**src/rtl/pc_gen_if.sv**
```systemverilog
// Fetch-side bundle between the PC generator and instruction memory / control.
// The master modport is the PC generator; the slave modport is the fetch/control side.
interface pc_gen_if #(
  parameter int XLEN = 32
);
  logic            pc_ready;
  logic            redirect_valid;
  logic [XLEN-1:0] redirect_target;
  logic            trap_valid;
  logic            halt_req;
  logic            resume;
  logic [XLEN-1:0] pc_out;
  logic [XLEN-1:0] pc_plus4;
  logic            pc_valid;
  logic            misalign_err;
  logic [31:0]     fetch_cnt;

  modport master (
    input  pc_ready, redirect_valid, redirect_target, trap_valid, halt_req, resume,
    output pc_out, pc_plus4, pc_valid, misalign_err, fetch_cnt
  );

  modport slave (
    output pc_ready, redirect_valid, redirect_target, trap_valid, halt_req, resume,
    input  pc_out, pc_plus4, pc_valid, misalign_err, fetch_cnt
  );
endinterface

```
**src/rtl/pc_gen.sv**
```systemverilog
// Program-counter generator: BOOT/RUN/HALT fetch control with stall-time redirect buffering.
// Define PC_PERF_CNT_EN to build the saturating accepted-fetch counter; otherwise fetch_cnt is 0.
module pc_gen #(
  parameter int              XLEN         = 32,
  parameter logic [XLEN-1:0] RESET_VECTOR = '0,
  parameter logic [XLEN-1:0] TRAP_VECTOR  = XLEN'('h100)
) (
  input logic       clk,
  input logic       rst_n,
  pc_gen_if.master  bus
);

  typedef enum logic [1:0] {BOOT, RUN, HALT} state_t;

  state_t          r_state, w_state_next;
  logic [XLEN-1:0] r_pc, w_pc_next;
  logic [XLEN-1:0] r_pend_addr, w_pend_addr_next;
  logic            r_pend_valid, w_pend_valid_next;
  logic            r_pend_trap, w_pend_trap_next;
  logic            r_halt_pend, w_halt_pend_next;
  logic            r_misalign;

  logic [XLEN-1:0] w_pc_plus4;
  logic            w_valid, w_accept;
  logic            w_misalign, w_trap_evt, w_redir_evt;

  assign w_pc_plus4  = r_pc + XLEN'(4);
  assign w_valid     = (r_state == RUN);
  assign w_accept    = w_valid & bus.pc_ready;
  // A misaligned redirect is promoted to a trap and loses its own target.
  assign w_misalign  = bus.redirect_valid & (|bus.redirect_target[1:0]);
  assign w_trap_evt  = bus.trap_valid | w_misalign;
  assign w_redir_evt = bus.redirect_valid & ~w_misalign;

  // NOTE: every signal gets a default first so no path through the case infers a latch.
  always_comb begin
    w_state_next      = r_state;
    w_pc_next         = r_pc;
    w_pend_addr_next  = r_pend_addr;
    w_pend_valid_next = r_pend_valid;
    w_pend_trap_next  = r_pend_trap;
    w_halt_pend_next  = r_halt_pend;

    unique case (r_state)
      BOOT: w_state_next = bus.halt_req ? HALT : RUN;

      RUN: begin
        if (w_accept) begin
          if (w_trap_evt)        w_pc_next = TRAP_VECTOR;
          else if (w_redir_evt)  w_pc_next = bus.redirect_target;
          else if (r_pend_valid) w_pc_next = r_pend_addr;
          else                   w_pc_next = w_pc_plus4;
          w_pend_valid_next = 1'b0;
          w_pend_trap_next  = 1'b0;
          w_halt_pend_next  = 1'b0;
          if (bus.halt_req || r_halt_pend) w_state_next = HALT;
        end else begin
          // Stalled: pc_out holds; a pending trap is never displaced by a redirect.
          if (w_trap_evt) begin
            w_pend_addr_next  = TRAP_VECTOR;
            w_pend_valid_next = 1'b1;
            w_pend_trap_next  = 1'b1;
          end else if (w_redir_evt && !r_pend_trap) begin
            w_pend_addr_next  = bus.redirect_target;
            w_pend_valid_next = 1'b1;
          end
          if (bus.halt_req) w_halt_pend_next = 1'b1;
        end
      end

      HALT: begin
        if (w_trap_evt)       w_pc_next = TRAP_VECTOR;
        else if (w_redir_evt) w_pc_next = bus.redirect_target;
        if (!bus.halt_req && (bus.resume || bus.trap_valid)) w_state_next = RUN;
      end

      default: w_state_next = BOOT;
    endcase
  end

  // NOTE: state registers use non-blocking assignments so all flops update from pre-edge values.
  always_ff @(posedge clk or negedge rst_n) begin
    if (!rst_n) begin
      r_state      <= BOOT;
      r_pc         <= RESET_VECTOR;
      r_pend_addr  <= '0;
      r_pend_valid <= 1'b0;
      r_pend_trap  <= 1'b0;
      r_halt_pend  <= 1'b0;
      r_misalign   <= 1'b0;
    end else begin
      r_state      <= w_state_next;
      r_pc         <= w_pc_next;
      r_pend_addr  <= w_pend_addr_next;
      r_pend_valid <= w_pend_valid_next;
      r_pend_trap  <= w_pend_trap_next;
      r_halt_pend  <= w_halt_pend_next;
      r_misalign   <= w_misalign;
    end
  end

`ifdef PC_PERF_CNT_EN
  logic [31:0] r_fetch_cnt;

  always_ff @(posedge clk or negedge rst_n) begin
    if (!rst_n)                              r_fetch_cnt <= '0;
    else if (w_accept && r_fetch_cnt != '1)  r_fetch_cnt <= r_fetch_cnt + 32'd1;
  end

  assign bus.fetch_cnt = r_fetch_cnt;
`else
  assign bus.fetch_cnt = '0;
`endif

  assign bus.pc_out       = r_pc;
  assign bus.pc_plus4     = w_pc_plus4;
  assign bus.pc_valid     = w_valid;
  assign bus.misalign_err = r_misalign;

endmodule

```
**src/flat_wrapper.sv**
```systemverilog
// flat-port wrapper written by rule: the top's interface ports become plain ports
module pc_gen_flat 
#(
  parameter int              XLEN         = 32,
  parameter logic [XLEN-1:0] RESET_VECTOR = '0,
  parameter logic [XLEN-1:0] TRAP_VECTOR  = XLEN'('h100)
)
  (clk, rst_n, bus_pc_ready, bus_redirect_valid, bus_redirect_target, bus_trap_valid, bus_halt_req, bus_resume, bus_pc_out, bus_pc_plus4, bus_pc_valid, bus_misalign_err, bus_fetch_cnt);
  pc_gen_if #(.XLEN(XLEN)) bus_i ();
  input logic clk;
  input logic rst_n;
  input wire logic [$bits(bus_i.pc_ready)-1:0] bus_pc_ready;
  input wire logic [$bits(bus_i.redirect_valid)-1:0] bus_redirect_valid;
  input wire logic [$bits(bus_i.redirect_target)-1:0] bus_redirect_target;
  input wire logic [$bits(bus_i.trap_valid)-1:0] bus_trap_valid;
  input wire logic [$bits(bus_i.halt_req)-1:0] bus_halt_req;
  input wire logic [$bits(bus_i.resume)-1:0] bus_resume;
  output wire logic [$bits(bus_i.pc_out)-1:0] bus_pc_out;
  output wire logic [$bits(bus_i.pc_plus4)-1:0] bus_pc_plus4;
  output wire logic [$bits(bus_i.pc_valid)-1:0] bus_pc_valid;
  output wire logic [$bits(bus_i.misalign_err)-1:0] bus_misalign_err;
  output wire logic [$bits(bus_i.fetch_cnt)-1:0] bus_fetch_cnt;
  assign bus_i.pc_ready = bus_pc_ready;
  assign bus_i.redirect_valid = bus_redirect_valid;
  assign bus_i.redirect_target = bus_redirect_target;
  assign bus_i.trap_valid = bus_trap_valid;
  assign bus_i.halt_req = bus_halt_req;
  assign bus_i.resume = bus_resume;
  assign bus_pc_out = bus_i.pc_out;
  assign bus_pc_plus4 = bus_i.pc_plus4;
  assign bus_pc_valid = bus_i.pc_valid;
  assign bus_misalign_err = bus_i.misalign_err;
  assign bus_fetch_cnt = bus_i.fetch_cnt;
  pc_gen #(.XLEN(XLEN), .RESET_VECTOR(RESET_VECTOR), .TRAP_VECTOR(TRAP_VECTOR)) u_core (.clk(clk), .rst_n(rst_n), .bus(bus_i));
endmodule
```
**config.mk**
```make
export PLATFORM = sky130hd
export DESIGN_NAME = pc_gen_flat
export DESIGN_NICKNAME = d
export VERILOG_FILES = /design/src/rtl/pc_gen_if.sv /design/src/rtl/pc_gen.sv /design/src/flat_wrapper.sv
export SDC_FILE = /design/constraint.sdc
export NUM_CORES = 1
export LEC_CHECK = 0
export CAP_MARGIN = 20
export CORE_MARGIN = 2
export CORE_UTILIZATION = 43
export DETAILED_ROUTE_END_ITERATION = 10
export GPL_TIMING_DRIVEN = 0
export PLACE_DENSITY = 0.81
export SYNTH_ARGS = -nofsm -noshare
export SYNTH_HDL_FRONTEND = slang
export SYNTH_SLANG_ARGS = --single-unit
```
**constraint.sdc**
```tcl
create_clock -name clk -period 2.35 [get_ports clk]
set_clock_uncertainty 0.2 [all_clocks]
set_input_delay 0.705 -clock clk [delete_from_list [all_inputs] [get_ports clk]]
set_output_delay 0.705 -clock clk [all_outputs]
set_load 0.01 [all_outputs]
```
Yosys cells after proc, flatten, opt, wreduce, memory -nomap -nowiden:

Cells that the tools add are included.

* $add $sub $neg: 1
* eq/ne operators: 6
* multiplexer cells: 21
* bitwise logic cells: 6
* reduce and logical (&&, ||, !) cells: 19

Operator list (number)
* two-way mux 32 bit: 8
* one-hot mux 32 bit (2 select lines): 1
* adder 32 x 3 -> 32 bit (second input constant): 1
* AND reduction 3 bit: 3
* two-way mux 2 bit: 4
* nonzero test 2 bit: 4
* two-way mux 1 bit: 7
* one-hot mux 2 bit (3 select lines): 1
* AND reduction 2 bit: 3
* inequality test 2 bit (second input constant): 2
* AND 1 bit: 3
* inequality test 3 x 1 -> 1 bit (second input constant): 1
* nonzero test 3 bit: 1
* equality test 2 x 1 -> 1 bit (second input constant): 1
* equality test 2 bit (second input constant): 1
* logical AND 1 bit: 2
* logical NOT 1 bit: 2
* logical NOT 2 bit: 1
* logical OR 1 bit: 2
* inequality test 2 x 1 -> 1 bit (second input constant): 1
* inverter 1 bit: 2
* OR reduction 2 bit: 1
* OR 1 bit: 1

* register bits: 70
* bits of input ports: 39
* output and inout bits: 98
* logic and storage cells: 60

Logic depth before layout (Yosys ltp):

* word-level depth: 8
* depth in mapped cells: 9

Worst setup path before layout:

No wires, ideal clock.

* kind: flip-flop to output port
* start: reg u_core.r_pc[2] (netlist: u_core.bus.pc_out[2])
* end: out bus_pc_plus4[18]
* arrival time: 1691 ps
* data required time: 1445 ps
* path slack: -246 ps
* cell stages (with the launch flop): 6
* path buffers: 0
* path through: dfrtp_1 > ha_1 > nand2_1 > nor4_4 > a41oi_1 > or2_2

* longest elaborated chain between the ends: 1

Ends and longest elaborated chain
* from (decl): RTL line pc_gen.sv:16 `logic [XLEN-1:0] r_pc, w_pc_next;`
* from (signal assigned): RTL line pc_gen.sv:93 `r_pc <= w_pc_next;`
* adder 32 x 3 -> 32 bit: RTL line pc_gen.sv:27 `assign w_pc_plus4 = r_pc + XLEN'(4);`
* to (decl): RTL line flat_wrapper.sv:19 `output wire logic [$bits(bus_i.pc_plus4)-1:0] bus_pc_plus4;`

No other way between the ends.

Final worst setup path:

* start: reg u_core.r_pc[13] (netlist: u_core.bus.pc_out[13])
* end: out bus_pc_plus4[29]

Same word-level chain as after synthesis.

==> run_results.csv <==
group,metric,value,unit
status,status,"finished, violations left",
status,violations,"negative setup slack",
grt,grtUsageTotal,32.29,%
worst_setup_path,arrival,2.12,ns
place,hpwlAfterDp,10460,um
final_layout,layout_common_cells,"133 x buf_4, 87 x nand2_1, 55 x clkdlybuf4s50_1",
worst_hold_path,worstHoldPathType,"reg -> reg",
final_layout,seq_area,1773,um^2
die,row_count,37,
worst_setup_path,r2r-start,"u_core.bus.pc_out[13]",
detailed_routing,drtPass1Iterations,6,
timing,period_share,128.6,%
clock_tree,h-tree-depth,3,
timing,slew_viol_final,0,
detailed_routing,routedWlPerCell,22.17,um
place,port_buffers,104,
clock_tree,cts.clk_slew.worst_paths,0.08,ns
clock_tree,cts_sinks,70,
grt,grt_pass1_vias,5308,
detailed_routing,drt_iter0_markers,842,
detailed_routing,vias_per_cell,6.189,
synth,synthCells,515,
worst_setup_path,cpMaxStageDelayCell,"dfrtp_1",
die,ios,137,
timing,setup_violations,33,
detailed_routing,ant_nets,0,
synth,synthDistinctLibCells,70,
die,initial_core_util,43.72,%
timing,rsz0062_at_grt,"true",
timing,worst_slack,-0.6718,ns
final_layout,fillerInstances,643,
worst_setup_path,crit_path_end_kind,"output pin",
worst_setup_path,rr_worst_depth,8,
clock_tree,clock_latency,0.36,ns
power_and_ir_drop,ir_worst_vdd,0.6032,mV
clock_tree,cts_buffer_depth,2,
synth,avgSynthCellArea,8.647,um^2
timing,maxSlewHeadroom,35.73,%
timing,fin_setup_tns,-13.18,ns
clock_tree,cts_tree,"done",
grt,antenna_found_initial,0,
detailed_routing,wl,20410,um
power_and_ir_drop,power_density,1109,nW/um^2
worst_setup_path,cp.depth,7,
timing,period_minus_slack,3.022,ns
synth,yosysSeqAreaShare,39.34,%
grt,grt-ovfl-total,0,
grt,grt_max_degree,71,
synth,postSynth.asyncResetShare,100.0,%
timing,fmax,330.9,MHz
worst_setup_path,crit_required,1.44,ns
power_and_ir_drop,leakagePower,3.743,nW
place,gp_congestion,0.9258,
die,die_w,105.8,um
worst_setup_path,path_delay_family,"simple AND/OR/NAND/NOR gates",
worst_setup_path,r2r_end,"u_core.bus.pc_out[29]",
worst_setup_path,max_stage_delay,0.42,ns
final_layout,multi_input_area,3007,um^2
worst_setup_path,worstPathCellList,"nand2_4 > nor4_4 > buf_4 > buf_6 > nand4_1 > xnor2_2 > buf_2",
die,coreArea,10180,um^2
grt,grt_pass1_wl,28260,um
synth,synth_edf_count,0,
synth,ys_warn_count,0,
power_and_ir_drop,p_total,0.008415,W
clock_tree,root_buffer,"clkbuf_8",
clock_tree,cts_inserted_buffers,9,
detailed_routing,routed-via-count,5700,
final_layout,layout.nets,823,
final_layout,area_growth,70.33,%
synth,synth_seq_cells,70,
synth,synth_top_flop_cell,"dfrtp_1",
worst_setup_path,crit_buf_inv,3,
timing,worst_pin_slew,0.9640,ns
timing,hold_viol_final,0,
job,maxCapViolCount,0,
worst_setup_path,reg2reg_slack,-0.06,ns
die,die_y,105.8,um
synth,syn_area,4453,um^2
worst_setup_path,setup.worst_path.end,"bus_pc_plus4[29]",
clock_tree,postCtsHoldBufs,0,
final_layout,drive_above_1_share,43.82,%
detailed_routing,drc,0,
die,die_area,11190,um^2
worst_setup_path,startpoint,"u_core.bus.pc_out[13]",
worst_setup_path,setup.worst_path.class,"reg -> out",
final_layout,diodes,0,
place,pre_cts_ws,-1.384,ns
worst_setup_path,critPathLaunchType,"flip-flop",
final_layout,final_common_cell,"buf_4",
worst_setup_path,critPathMaxFanout,4,
[per-stage QoR]
stage / instance area, um^2 / hold WS (ns) / utilization, % / std cells
2_1_floorplan: 4697 / 0.2094 / - / 546
3_3_place_gp: 5908 / 0.2527 / 58.01 / 786
3_5_place_dp: 5906 / 0.2618 / 57.99 / 786
4_1_cts: 7183 / 0.2799 / 70.53 / 898
5_1_grt: 7585 / 0.3265 / 74.47 / 921
6_report: 7585 / 0.2903 / 74.47 / 921
[timing repair]
| item | in CTS | in global routing |
|---|---|---|
| endpoints found under the setup margin | 94 | 89 |
| buffers inserted | 96 | 36 |
| gates cloned | 2 | 1 |
| pin swaps | 42 | 40 |
| gates resized for setup | 238 | 79 |
[synthesized netlist by cell type, types with 5 or more instances]
master | instances | area (um^2)
a21oi_1 | 24 | 120.1
a22oi_1 | 6 | 45.04
and2_1 | 5 | 31.28
and3_1 | 6 | 37.54
buf_2 | 11 | 55.05
buf_4 | 36 | 270.3
clkbuf_1 | 11 | 41.29
dfrtp_1 | 70 | 1752
inv_1 | 10 | 37.54
nand2_1 | 95 | 356.6
nand3_1 | 18 | 90.09
nand4_1 | 7 | 43.79
nor2_1 | 22 | 82.58
nor3_1 | 10 | 50.05
nor4_1 | 5 | 31.28
o21ai_0 | 53 | 265.3
xnor2_1 | 17 | 148.9
xor2_1 | 10 | 87.58
[worst reg2reg max path: stages (launching register included)]
cell and delay (ns):
dfrtp_1 0.42, nand2_4 0.11, nor4_4 0.40, buf_4 0.19
buf_6 0.11, nand4_1 0.20, buf_4 0.22, a41o_1 0.18
a211o_1 0.26
[cell families (layout without fill, tap and decap cells)]
family,count (synthesis),in the layout,share of synthesized area [%]
AO/OA/AOI/OAI,141,141,21.24
XOR/XNOR,27,27,5.310
adder cells (fa/ha/maj),4,4,1.124
buffers and inverters,73,312,10.17
flip-flops,70,70,39.34
multiplexers,6,6,1.405
other,1,32,0.08421
AND/OR/NAND/NOR,193,193,21.33
[flip-flops by register name, summed over array words and instances (netlist names)]
register and count:
u_core.r_state 2, u_core.r_pend_valid 1, u_core.bus.pc_out 32, u_core.r_halt_pend 1
u_core.r_pend_addr 32, u_core.bus.misalign_err 1, u_core.r_pend_trap 1
[cell type report]
type	instances	share of cell area [%]
multi-input cells	403	39.64
flip-flops and latches	70	23.38
well taps	136	2.243
clock buffers	13	2.095
inverters	11	0.6269
repair buffers	226	25.82
plain buffers	59	5.642
clock inverters	3	0.5609
[how the worst min path moves through the flow]
stage                                      start  cells after the start  slack (ns)                 endpoint
after floorplan                            rst_n                      0        0.21  u_core.bus.misalign_err
after global placement     u_core.r_pend_addr[5]                      2        0.25    u_core.r_pend_addr[5]
after detailed placement   u_core.r_pend_addr[5]                      2        0.26    u_core.r_pend_addr[5]
after CTS                  u_core.r_pend_addr[5]                      2        0.28    u_core.r_pend_addr[5]
after global routing      u_core.r_pend_addr[11]                      2        0.33   u_core.r_pend_addr[11]
final                     u_core.r_pend_addr[24]                      2        0.29   u_core.r_pend_addr[24]
[metal layers]
layer	wire length (um)	track usage, %	up-vias
met5	0	0	-
met1	6991	39.64	2647
met3	2277	6.370	185
li1	-	-	2298
met2	9479	52.53	570
met4	1666	19.27	0
[power breakdown]
group / switching [W] / internal [W] / total (W)
clock network: 0.000502 / 0.000549 / 0.00105
registers: 0.000454 / 0.00162 / 0.00208
logic: 0.00294 / 0.00235 / 0.00529
(Power assumes the default switching activity.)
